<file path="src/rtl/mult_pkg.sv">
`default_nettype none
// ============================================================================
// Module      : mult_pkg
// Description : Shared defaults and state encoding for the HI/LO multiply
//               sequencer.
// Revision    : 1.0 - initial release
// ============================================================================
package mult_pkg;

    localparam int DEF_DATA_W  = 16;
    localparam int DEF_MUL_LAT = 17;
    localparam int DEF_CNT_W   = 5;

    localparam logic [1:0] S_IDLE    = 2'd0;
    localparam logic [1:0] S_START   = 2'd1;
    localparam logic [1:0] S_WAIT    = 2'd2;
    localparam logic [1:0] S_CAPTURE = 2'd3;

    typedef enum logic [1:0] {
        ST_IDLE    = S_IDLE,
        ST_START   = S_START,
        ST_WAIT    = S_WAIT,
        ST_CAPTURE = S_CAPTURE
    } state_t;

endpackage
`default_nettype wire

</file>
<file path="src/rtl/mult_hilo_ctrl_if.sv">
`default_nettype none
// ============================================================================
// Module      : mult_hilo_ctrl_if
// Description : CPU request, multiplier and HI/LO bundle for mult_hilo_ctrl.
// Revision    : 1.0 - initial release
// ============================================================================
interface mult_hilo_ctrl_if #(
    parameter int DATA_W = 16
);
    logic                  req_valid;
    logic                  req_ready;
    logic [DATA_W-1:0]     op_a;
    logic [DATA_W-1:0]     op_b;
    logic                  mul_st;
    logic [DATA_W-1:0]     mul_m1;
    logic [DATA_W-1:0]     mul_m2;
    logic [2*DATA_W-1:0]   mul_resul;
    logic                  wr_hi;
    logic                  wr_lo;
    logic [DATA_W-1:0]     wr_data;
    logic [DATA_W-1:0]     hi;
    logic [DATA_W-1:0]     lo;
    logic                  busy;
    logic                  done;

    // Controller side
    modport slave (
        input  req_valid, op_a, op_b, mul_resul, wr_hi, wr_lo, wr_data,
        output req_ready, mul_st, mul_m1, mul_m2, hi, lo, busy, done
    );

    // CPU datapath and multiplier side
    modport master (
        output req_valid, op_a, op_b, mul_resul, wr_hi, wr_lo, wr_data,
        input  req_ready, mul_st, mul_m1, mul_m2, hi, lo, busy, done
    );
endinterface
`default_nettype wire

</file>
<file path="src/rtl/lat_down_counter.sv">
`default_nettype none
// ============================================================================
// Module      : lat_down_counter
// Description : Loadable down-counter with enable and zero flag.
// Revision    : 1.0 - initial release
// ============================================================================
module lat_down_counter #(
    parameter int CNT_W = 5
) (
    input  wire logic             clk,
    input  wire logic             rst,
    input  wire logic             i_load,
    input  wire logic [CNT_W-1:0] i_load_val,
    input  wire logic             i_en,
    output logic                  o_zero
);

    logic [CNT_W-1:0] r_cnt;

    always_ff @(posedge clk) begin
        if (rst) begin
            r_cnt <= '0;
        end else if (i_load) begin
            r_cnt <= i_load_val;
        end else if (i_en) begin
            r_cnt <= r_cnt - 1'b1;
        end
    end

    assign o_zero = (r_cnt == '0);

endmodule
`default_nettype wire

</file>
<file path="src/rtl/mult_hilo_ctrl.sv">
`default_nettype none
// ============================================================================
// Module      : mult_hilo_ctrl
// Description : Sequences a fixed-latency multiplier and owns the HI/LO regs.
// Revision    : 1.0 - initial release
// ============================================================================
module mult_hilo_ctrl
    import mult_pkg::*;
#(
    parameter int DATA_W  = DEF_DATA_W,
    parameter int MUL_LAT = DEF_MUL_LAT,
    parameter int CNT_W   = DEF_CNT_W
) (
    input  wire logic       clk,
    input  wire logic       rst,
    mult_hilo_ctrl_if.slave bus
);

    localparam logic [CNT_W-1:0] C_LOAD = CNT_W'(MUL_LAT - 1);

    state_t              r_state;
    state_t              w_next;
    logic                w_load;
    logic                w_en;
    logic                w_zero;
    logic                w_accept;
    logic [DATA_W-1:0]   r_m1;
    logic [DATA_W-1:0]   r_m2;
    logic [DATA_W-1:0]   r_hi;
    logic [DATA_W-1:0]   r_lo;
    logic                r_done;

    lat_down_counter #(
        .CNT_W (CNT_W)
    ) u_lat_cnt (
        .clk        (clk),
        .rst        (rst),
        .i_load     (w_load),
        .i_load_val (C_LOAD),
        .i_en       (w_en),
        .o_zero     (w_zero)
    );

    always_ff @(posedge clk) begin
        if (rst) begin
            r_state <= ST_IDLE;
        end else begin
            r_state <= w_next;
        end
    end

    always_comb begin
        w_next = r_state;
        w_load = 1'b0;
        w_en   = 1'b0;
        case (r_state)
            ST_IDLE:    if (bus.req_valid) w_next = ST_START;
            ST_START: begin
                w_load = 1'b1;
                w_next = ST_WAIT;
            end
            ST_WAIT: begin
                w_en = 1'b1;
                if (w_zero) w_next = ST_CAPTURE;
            end
            ST_CAPTURE: w_next = ST_IDLE;
            default:    w_next = ST_IDLE;
        endcase
    end

    assign w_accept = (r_state == ST_IDLE) && bus.req_valid;

    // mthi/mtlo are honoured only in IDLE; a product capture always wins.
    always_ff @(posedge clk) begin
        if (rst) begin
            r_m1   <= '0;
            r_m2   <= '0;
            r_hi   <= '0;
            r_lo   <= '0;
            r_done <= 1'b0;
        end else begin
            r_done <= (r_state == ST_CAPTURE);
            if (w_accept) begin
                r_m1 <= bus.op_a;
                r_m2 <= bus.op_b;
            end
            if (r_state == ST_CAPTURE) begin
                r_hi <= bus.mul_resul[2*DATA_W-1:DATA_W];
                r_lo <= bus.mul_resul[DATA_W-1:0];
            end else if (r_state == ST_IDLE) begin
                if (bus.wr_hi) r_hi <= bus.wr_data;
                if (bus.wr_lo) r_lo <= bus.wr_data;
            end
        end
    end

    assign bus.req_ready = (r_state == ST_IDLE);
    assign bus.mul_st    = (r_state == ST_START);
    assign bus.busy      = (r_state != ST_IDLE);
    assign bus.mul_m1    = r_m1;
    assign bus.mul_m2    = r_m2;
    assign bus.hi        = r_hi;
    assign bus.lo        = r_lo;
    assign bus.done      = r_done;

endmodule
`default_nettype wire
</file>
<file path="src/flat_wrapper.sv">
// flat-port wrapper written by rule: the top's interface ports become plain ports
module mult_hilo_ctrl_flat import mult_pkg::*;
#(
    parameter int DATA_W  = DEF_DATA_W,
    parameter int MUL_LAT = DEF_MUL_LAT,
    parameter int CNT_W   = DEF_CNT_W
)
  (clk, rst, bus_req_valid, bus_op_a, bus_op_b, bus_mul_resul, bus_wr_hi, bus_wr_lo, bus_wr_data, bus_req_ready, bus_mul_st, bus_mul_m1, bus_mul_m2, bus_hi, bus_lo, bus_busy, bus_done);
  mult_hilo_ctrl_if #(.DATA_W(DATA_W)) bus_i ();
  input  wire logic clk;
  input  wire logic rst;
  input wire logic [$bits(bus_i.req_valid)-1:0] bus_req_valid;
  input wire logic [$bits(bus_i.op_a)-1:0] bus_op_a;
  input wire logic [$bits(bus_i.op_b)-1:0] bus_op_b;
  input wire logic [$bits(bus_i.mul_resul)-1:0] bus_mul_resul;
  input wire logic [$bits(bus_i.wr_hi)-1:0] bus_wr_hi;
  input wire logic [$bits(bus_i.wr_lo)-1:0] bus_wr_lo;
  input wire logic [$bits(bus_i.wr_data)-1:0] bus_wr_data;
  output wire logic [$bits(bus_i.req_ready)-1:0] bus_req_ready;
  output wire logic [$bits(bus_i.mul_st)-1:0] bus_mul_st;
  output wire logic [$bits(bus_i.mul_m1)-1:0] bus_mul_m1;
  output wire logic [$bits(bus_i.mul_m2)-1:0] bus_mul_m2;
  output wire logic [$bits(bus_i.hi)-1:0] bus_hi;
  output wire logic [$bits(bus_i.lo)-1:0] bus_lo;
  output wire logic [$bits(bus_i.busy)-1:0] bus_busy;
  output wire logic [$bits(bus_i.done)-1:0] bus_done;
  assign bus_i.req_valid = bus_req_valid;
  assign bus_i.op_a = bus_op_a;
  assign bus_i.op_b = bus_op_b;
  assign bus_i.mul_resul = bus_mul_resul;
  assign bus_i.wr_hi = bus_wr_hi;
  assign bus_i.wr_lo = bus_wr_lo;
  assign bus_i.wr_data = bus_wr_data;
  assign bus_req_ready = bus_i.req_ready;
  assign bus_mul_st = bus_i.mul_st;
  assign bus_mul_m1 = bus_i.mul_m1;
  assign bus_mul_m2 = bus_i.mul_m2;
  assign bus_hi = bus_i.hi;
  assign bus_lo = bus_i.lo;
  assign bus_busy = bus_i.busy;
  assign bus_done = bus_i.done;
  mult_hilo_ctrl #(.DATA_W(DATA_W), .MUL_LAT(MUL_LAT), .CNT_W(CNT_W)) u_core (.clk(clk), .rst(rst), .bus(bus_i));
endmodule
</file>
<file path="config.mk">
export PLATFORM = sky130hd
export DESIGN_NAME = mult_hilo_ctrl_flat
export DESIGN_NICKNAME = d
export VERILOG_FILES = /design/src/rtl/mult_pkg.sv /design/src/rtl/mult_hilo_ctrl_if.sv /design/src/rtl/lat_down_counter.sv /design/src/rtl/mult_hilo_ctrl.sv /design/src/flat_wrapper.sv
export SDC_FILE = /design/constraint.sdc
export NUM_CORES = 1
export LEC_CHECK = 0
export CAP_MARGIN = 40
export CORE_MARGIN = 3
export CORE_UTILIZATION = 40
export CTS_CLUSTER_SIZE = 8
export DETAILED_ROUTE_END_ITERATION = 8
export PLACE_DENSITY = 0.84
export SLEW_MARGIN = 20
export SYNTH_ARGS = -nofsm -noshare
export SYNTH_HDL_FRONTEND = slang
export SYNTH_SLANG_ARGS = --single-unit
</file>
<file path="constraint.sdc">
create_clock -name clk -period 2.33 [get_ports clk]
set_clock_uncertainty 0.2 [all_clocks]
set_input_delay 0.466 -clock clk [delete_from_list [all_inputs] [get_ports clk]]
set_output_delay 0.466 -clock clk [all_outputs]
set_load 0.01 [all_outputs]
</file>
# After elaboration in Yosys (flattened, before gate mapping)
# Cells that the tools add are included.
# W data, S select, Z words.
[totals] memories=0 input_bits=85 mem_bits_ro=0 latch_bits=0 ff_bits=72 word_cells=39 ramBits=0
[classes] bitwise_logic=0 shift=0 muxes=13 eq_ne=5 n_lt_le_gt_ge=0 n_addsub=1 n_reduce_logical=12 div=0 n_mul=0
[op_table] operator="$mux W16" n=6
[op_table] operator="$mux W5" n=2
[op_table] operator="$reduce_bool A2 Y1" n=5
[op_table] operator="$pmux W2 S4" n=1
[op_table] operator="$reduce_and A2 Y1" n=3
[op_table] operator="$logic_not A5 Y1" n=1
[op_table] operator="$sub A5 B1 Y5 const B" n=1
[op_table] operator="$eq A2 B2 Y1 const B" n=2
[op_table] operator="$mux W2" n=2
[op_table] operator="$ne A2 B2 Y1 const B" n=2
[op_table] operator="$eq A2 B1 Y1 const B" n=1
[op_table] operator="$logic_not A2 Y1" n=1
[op_table] operator="$mux W1" n=2
[op_table] operator="$reduce_or A2 Y1" n=1
[op_table] operator="$logic_and A1 B1 Y1" n=1

# Logic depth before layout (Yosys ltp)
# Gate-level depths: netlist of the first run.
[logic_depth] depth_word=4 mapped_depth=7

# Modules after synthesis
# From an unflattened synthesis of the first run, not the netlist that was laid out.
[hier_totals] cells_unflattened=340 hier_area_um2=3273.1
[modules_own_cells] mod="mult_hilo_ctrl" area_per_inst_um2=2991.6 seq_area_each_um2=1341.3 instances=1 cells_per_inst=308
[modules_own_cells] mod="lat_down_counter" area_per_inst_um2=281.5 seq_area_each_um2=100.1 instances=1 cells_per_inst=32

# Least setup slack after synthesis of the first run
# Ideal clock, no wire load.
[synth_timing] path_kind="flip-flop to flip-flop" start="reg u_core.r_state[1]" end="reg u_core.r_lo[12] (netlist: u_core.bus.lo[12])" stages_incl_launch_ff=7 required_time_ns=2.044 arrival_time_ns=1.361 setup_slack_ns=0.683 cell_sequence="dfxtp_1 -> inv_1 -> ha_1 -> o21ba_4 -> buf_6 -> nor2_1 -> a211oi_1"
[synth_via] elab_chain_cells=3 elab_cells_between_ends=6 classes_between="eq/ne: 1; mux: 1; reduce/logical: 4"
[synth_lines] element="from (decl)" line="mult_hilo_ctrl.sv:21" rtl="state_t r_state;"
[synth_lines] element="from (signal assigned)" line="mult_hilo_ctrl.sv:48" rtl="r_state <= w_next;"
[synth_lines] element="$eq A2 B2 Y1 or $logic_not A2 Y1 (tied branches)" line="mult_hilo_ctrl.sv:87, mult_hilo_ctrl.sv:90"
[synth_lines] element="$reduce_bool A2 Y1 (no source line)"
[synth_lines] element="$reduce_and A2 Y1 (no source line)"
[synth_lines] element="to (signal assigned)" line="mult_hilo_ctrl.sv:89" rtl="r_lo <= bus.mul_resul[DATA_W-1:0];"
[synth_lines] element="to (signal assigned)" line="mult_hilo_ctrl.sv:92" rtl="if (bus.wr_lo) r_lo <= bus.wr_data;"
[synth_lines] element="to (decl)" line="mult_hilo_ctrl.sv:30" rtl="logic [DATA_W-1:0] r_lo;"
# Several ways; a longest one is shown, not always the timed one.
# A chain may end at the register's enable or synchronous reset.

# Worst setup path in the final report of the first run
[layout_timing] start="reg u_core.r_state[1]" end="out bus_mul_st"
[layout_via] elab_chain_cells=1
[layout_lines] element="$eq A2 B1 Y1" line="mult_hilo_ctrl.sv:98" rtl="assign bus.mul_st = (r_state == ST_START);"
[layout_lines] element="to (decl)" line="flat_wrapper.sv:20" rtl="output wire logic [$bits(bus_i.mul_st)-1:0] bus_mul_st;"
# Every way passes these cells.

==> metrics.csv, run 1 <==
metric;value;unit
outcome;completed;
drt drc;0;
Leak;1.78;nW
CTS tree;yes;
1st-pass router iterations;4;
crit path cell chain;inv_1, ha_4, clkdlybuf4s50_1;
clk_lat worst skew;0.34;ns
CTS Buf Count;9;
Slew HR;63.5;%
Max FO, Critical Path;6;
Final nets;584;
crit path time final;2.29;ns
largest net degree at the start of global routing;47;
clk slew on worst S/H paths;0.07;ns
post-placement cell area;4550;um2
Finished Layout Cells;597;
Hold Crit Depth;2;
GP Congestion;0.839;
Critical Path Stages;3;
vias per cell;4.92;
Max Freq;437;MHz
critical path data arrival time;1.62;ns
DP HPWL;6800;um
Synthesis Warnings;0;
WS Path Type;reg -> out;
Post-Route WL;8960;um
synthesized cell area;3030;um2
count of pins over their slew limit;0;
crit-path leading delay family;buffers and inverters;
area delta synth->final;59.0;%
Critical Path RT;1.66;ns
dpl cells;581;
drt first-iter violations;123;
area of the multi-input gates;1410;um2
GRT overflow;0;
die height;93.0;um
Yosys reg bits;72;
Setup violations, final;0;
core outline area;7290;um2
CP max stage cell;clkdlybuf4s50_1;
power per cell area;1120;nW/um2
maximum VDD drop;0.000461;V
Largest stage delay, worst path;0.56;ns
Ports;153;
RSZ-0062 raised after global routing;true;
GRT Total Usage;20.8;%
H-Tree Depth;3;
Antenna diodes;0;
drt wl/cell;15.0;um
Initial Util;41.6;%
Worst Setup Start Kind;register;
post-CTS setup repair buffer count;0;
worst slew pin tran;0.548;ns
post-synth net total;443;
Die ar.;8660;um2
layout cell share with drive strength beyond 1;7.43;%
register area;1440;um2
clock sink count;72;
max_cap viols;0;
Post-Synthesis Cells;352;
vias in the first global route;2833;
initial antenna violation count;0;
Hold WC Path Type;reg -> reg;
post-synthesis average cell area;8.61;um2
R2R depth;5;
Tcrit/Tclk final;98.2;%
Root Buffer;clkbuf_8;
Post-Route Utilization;66.1;%
number of fill cells;611;
row count;31;
Crit path buffers/inverters;2;
post-synth cell types;35;
Critical Path End Type;output port;
first-pass GRT wire length;14000;um
post-synthesis sequential area ratio;47.6;%
post-cts hold buffer count;0;
final instance area;4820;um2
vias post-DR;2937;
post-route ant nets;0;
final hold violation count;0;
count of input and output buffers;152;
Die X;93.0;um
Max Buffers Root-to-Sink;2;
[per-layer routing]
layer	vias to the layer above	global-route usage (%)	part of all wire [%]
li1	1489	-	-
met1	1343	24.0	40
met2	91	36.8	53
met3	14	5.79	5.7
met4	0	7.20	2.1
met5	-	0	0
[power breakdown]
| part | total (mW) | leakage [nW] | switching [mW] | internal [mW] |
|---|---|---|---|---|
| Clock | 1.18 | 0.119 | 0.470 | 0.712 |
| Combinational | 2.41 | 1.06 | 1.18 | 1.23 |
| Sequential | 1.80 | 0.593 | 0.213 | 1.59 |
| Total | 5.40 | 1.78 | 1.86 | 3.54 |
[worst register-to-register path: stages, from the launching register on]
cell and delay, ns:
dfxtp_2 0.37, inv_1 0.13, ha_4 0.29, o21ba_4 0.46
nor2_1 0.08, a211oi_1 0.23
[final cells by class]
class | count | share of cell area [%]
multi-input cells | 245 | 29.2
inverters | 8 | 0.623
flip-flops and latches | 72 | 30.0
clock inverters | 7 | 2.49
repair buffers | 157 | 32.6
well taps | 99 | 2.57
clock buffers | 9 | 2.57
[state kept, by name, summed over array words and instances (netlist names)]
register,flops
u_core.bus.done,1
u_core.bus.hi,16
u_core.bus.lo,16
u_core.bus.mul_m1,16
u_core.bus.mul_m2,16
u_core.r_state,2
u_core.u_lat_cnt.r_cnt,5
[final timing paths]
kind | endpoint | startpoint | slack [ns]
worst min register to register | u_core.bus.mul_m1[4] | u_core.bus.mul_m1[4] | 0.25
worst max register to register | u_core.bus.lo[9] | u_core.r_state[0] | 0.48
worst max-delay path | bus_mul_st | u_core.r_state[1] | 0.04
worst min-delay path | u_core.bus.mul_m1[4] | u_core.bus.mul_m1[4] | 0.25
[metrics by stage]
step	TNS [ns]	power [mW]	hold slack, ns	worst slack, ns
after global routing	-0.0228	5.74	0.273	-0.0228
after CTS	0	5.40	0.257	0.0275
after detailed placement	0	4.20	0.246	0.311
final	0	5.40	0.254	0.0411
after global placement	0	4.11	0.241	0.375
after floorplan	0	3.22	0.279	0.683
[cells by family after synthesis]
| kind of cell | count (synthesis) | synth area share, % |
|---|---|---|
| xor+xnor | 3 | 0.867 |
| buf+inv | 35 | 6.85 |
| simple gates | 130 | 19.5 |
| fa+ha+maj | 6 | 2.48 |
| flops | 72 | 47.6 |
| compound gates | 105 | 22.4 |
| mux | 1 | 0.330 |
[synthesized netlist by cell type, drive strengths merged]
cell,count,area share (%)
dfxtp,72,48
nand2,67,8.3
a21oi,64,11
nor2,34,4.2
a211oi,32,8.9
buf,22,5.2
nor2b,16,3.3
inv,8,0.99
ha,6,2.5
clkbuf,5,0.62
nor3,3,0.50
and2b,2,0.50
nor4b,2,1.3
o21ba,2,1.1
xnor2,2,0.58
a2111oi,1,0.29
a221oi,1,0.29
a41o,1,0.33
a41oi,1,0.29
and2,1,0.21
mux2i,1,0.33
nand2b,1,0.21
nand3,1,0.16
nand3b,1,0.25
nor3b,1,0.25
nor4bb,1,0.33
o21ai,1,0.16
o22ai,1,0.21
o311ai,1,0.29
xor2,1,0.29
[cell usage in the layout, fill, tap and decap left out, drive strengths merged]
| cell | netlist | layout |
|---|---|---|
| nand3b | 1 | 1 |
| nor3b | 1 | 1 |
| clkinvlp | 0 | 1 |
| nand3 | 1 | 1 |
| xor2 | 1 | 1 |
| nor4bb | 1 | 1 |
| and2b | 2 | 2 |
| nor4b | 2 | 2 |
| o21ba | 2 | 2 |
| a211oi | 32 | 32 |
| dfxtp | 72 | 72 |
| inv | 8 | 8 |
| nand2b | 1 | 1 |
| nand2 | 67 | 67 |
| mux2i | 1 | 1 |
| buf | 22 | 6 |
| o21ai | 1 | 1 |
| ha | 6 | 6 |
| a21oi | 64 | 64 |
| dlymetal6s2s | 0 | 1 |
| a41oi | 1 | 1 |
| bufinv | 0 | 3 |
| a41o | 1 | 1 |
| a2111oi | 1 | 1 |
| o22ai | 1 | 1 |
| o311ai | 1 | 1 |
| and2 | 1 | 1 |
| clkdlybuf4s50 | 0 | 150 |
| nor3 | 3 | 3 |
| clkinv | 0 | 3 |
| xnor2 | 2 | 2 |
| clkbuf | 5 | 9 |
| nor2b | 16 | 16 |
| a221oi | 1 | 1 |
| nor2 | 34 | 34 |
[timing repair]
item                       in CTS  in global routing
hold endpoints to repair        0                  0
setup endpoints to repair       3                  3
resized for setup               4                  3
(Power assumes the default switching activity.)
==> inputs of run 2 (changes only) <==
Settings changed: CTS_CLUSTER_DIAMETER from default to 200.
Clock period 2.33 ns to 2.2 ns, I/O delays scaled along.
==> metrics.csv, run 2 (synthesized netlist as in run 1, its figures left out) <==
metric;value;unit;change
Ports;153;;unchanged
GP Congestion;0.840;;was 0.839
GRT overflow;0;;unchanged
Pwr Total;5.44;mW;was 5.40 mW
Critical Path End Type;output port;;unchanged
critical path data arrival time;1.49;ns;was 1.62 ns
vias per cell;4.88;;was 4.92
1st-pass router iterations;4;;unchanged
drt wl/cell;15.1;um;was 15.0 um
final hold violation count;0;;unchanged
layout cell share with drive strength beyond 1;8.18;%;was 7.43%
WS Path Type;reg -> out;;unchanged
first-pass GRT wire length;14000;um;about the same
worst slew pin tran;0.387;ns;was 0.548 ns
clock sink count;72;;unchanged
CTS tree;yes;;unchanged
drt first-iter violations;75;;was 123
Final nets;587;;was 584
most frequent cells in the layout;clkdlybuf4s50_1, dfxtp_1, nand2_1;;unchanged
CTS Buf Count;9;;unchanged
post-CTS setup repair buffer count;0;;unchanged
maximum VDD drop;0.000452;V;was 0.000461 V
Critical Path RT;1.56;ns;was 1.66 ns
max_cap viols;0;;unchanged
RSZ-0062 raised after global routing;false;;was true
initial antenna violation count;0;;unchanged
die height;93.0;um;unchanged
post-route ant nets;0;;unchanged
Leak;1.76;nW;was 1.78 nW
Die ar.;8660;um2;unchanged
most common cell after layout, fill and taps aside;clkdlybuf4s50_1;;unchanged
core outline area;7290;um2;unchanged
Largest stage delay, worst path;0.54;ns;was 0.56 ns
Total Neg Setup Slack;0;ns;unchanged
vias post-DR;2926;;was 2,937
row count;31;;unchanged
Max Freq;470;MHz;
Max Buffers Root-to-Sink;2;;unchanged
Antenna diodes;0;;unchanged
dpl cells;584;;was 581
power per cell area;1140;nW/um2;was 1120 nW/um2
clk_lat worst skew;0.32;ns;was 0.34 ns
clk slew on worst S/H paths;0.08;ns;was 0.07 ns
CP max stage cell;clkdlybuf4s50_1;;unchanged
Setup violations, final;0;;unchanged
H-Tree Depth;3;;unchanged
Initial Util;41.6;%;unchanged
Tcrit/Tclk final;96.7;%;
outcome;completed;;unchanged
Worst Setup Start Kind;register;;unchanged
Hold WC Path Type;reg -> reg;;unchanged
largest net degree at the start of global routing;37;;was 47
vias in the first global route;2874;;was 2,833
count of input and output buffers;152;;unchanged
count of pins over their slew limit;0;;unchanged
Root Buffer;clkbuf_8;;unchanged
crit path cell chain;inv_2, ha_4, clkdlybuf4s50_1;;was inv_1, ha_4, clkdlybuf4s50_1
Slew HR;74.2;%;was 63.5%
Die X;93.0;um;unchanged
DP HPWL;6970;um;was 6800 um
post-cts hold buffer count;0;;unchanged
crit path time final;2.13;ns;
Finished Layout Cells;600;;was 597
Post-Route WL;9040;um;was 8960 um
drt drc;0;;unchanged
Max FO, Critical Path;6;;unchanged
GRT Total Usage;20.5;%;was 20.8%
area delta synth->final;57.5;%;was 59.0%
run 2: changes by cell type in the layout (fill, tap and decap cells not counted), moves of 2 or more:
cell           change
clkinv_4           -2
inv_1              -2
bufinv_16          -3
inv_2              +2
buf_4              +3
clkbuf_8           +3
dlygate4sd2_1      +2
run 2: metrics by stage:
stage | util [%] | instance area (um2) | worst slack (ns) | hold WS (ns)
2_1_floorplan | - | 3030 | 0.553 | 0.279
4_1_cts | 65.5 | 4770 | 0.0154 | 0.256
6_report | 65.5 | 4770 | 0.0725 | 0.255
3_3_place_gp | 62.6 | 4570 | 0.271 | 0.241
3_5_place_dp | 62.6 | 4570 | 0.207 | 0.246
5_1_grt | 65.5 | 4770 | 0.00924 | 0.273
run 2: cell type report:
type / instances / area [um2]
tap: 99 / 124
inverter: 8 / 30.0
clock inverter: 4 / 26.3
timing repair buffer: 160 / 1590
sequential: 72 / 1440
clock buffer: 12 / 165
fill: 626 / 2520
multi-input combinational: 245 / 1400
run 2: timing repair:
| action | in CTS | in global routing |
|---|---|---|
| setup endpoints to repair | 3 | 1 |
| gates resized for setup | 7 | 1 |
| cloned | 0 | 0 |
run 2: where the power goes:
part	switching (mW)	internal (mW)
Sequential	0.225	1.68
Clock	0.476	0.502
Combinational	1.25	1.31
run 2: final timing paths:
path	start	to	slack [ns]	cells after the start
hold / removal	u_core.bus.mul_m1[15]	u_core.bus.mul_m1[15]	0.26	2
hold reg to reg	u_core.bus.mul_m1[15]	u_core.bus.mul_m1[15]	0.26	2
setup / recovery	u_core.r_state[0]	bus_req_ready	0.07	3
setup reg to reg	u_core.r_state[0]	u_core.bus.lo[7]	0.32	4
run 2: metal layers:
metal	up-vias	routed length, um	track usage [%]	share of wire, %
li1	1500	-	-	-
met1	1344	3810	24.6	42
met2	69	4710	36.5	52
met3	13	359	4.10	4.0
met4	0	166	7.20	1.8
met5	-	0	0	0
run 2: worst max-delay path: cells and delay by family (launching register included):
kind | cells | cell delay, ns
buffers and inverters | 2 | 0.65
adder cells (fa/ha/maj) | 1 | 0.17
flip-flops | 1 | 0.34
==> inputs of run 3 (changes only) <==
Settings changed: CTS_CLUSTER_SIZE 8 to default.
==> results of run 3 <==
The final DEF is identical to that of run 2; final timing and power are the same.
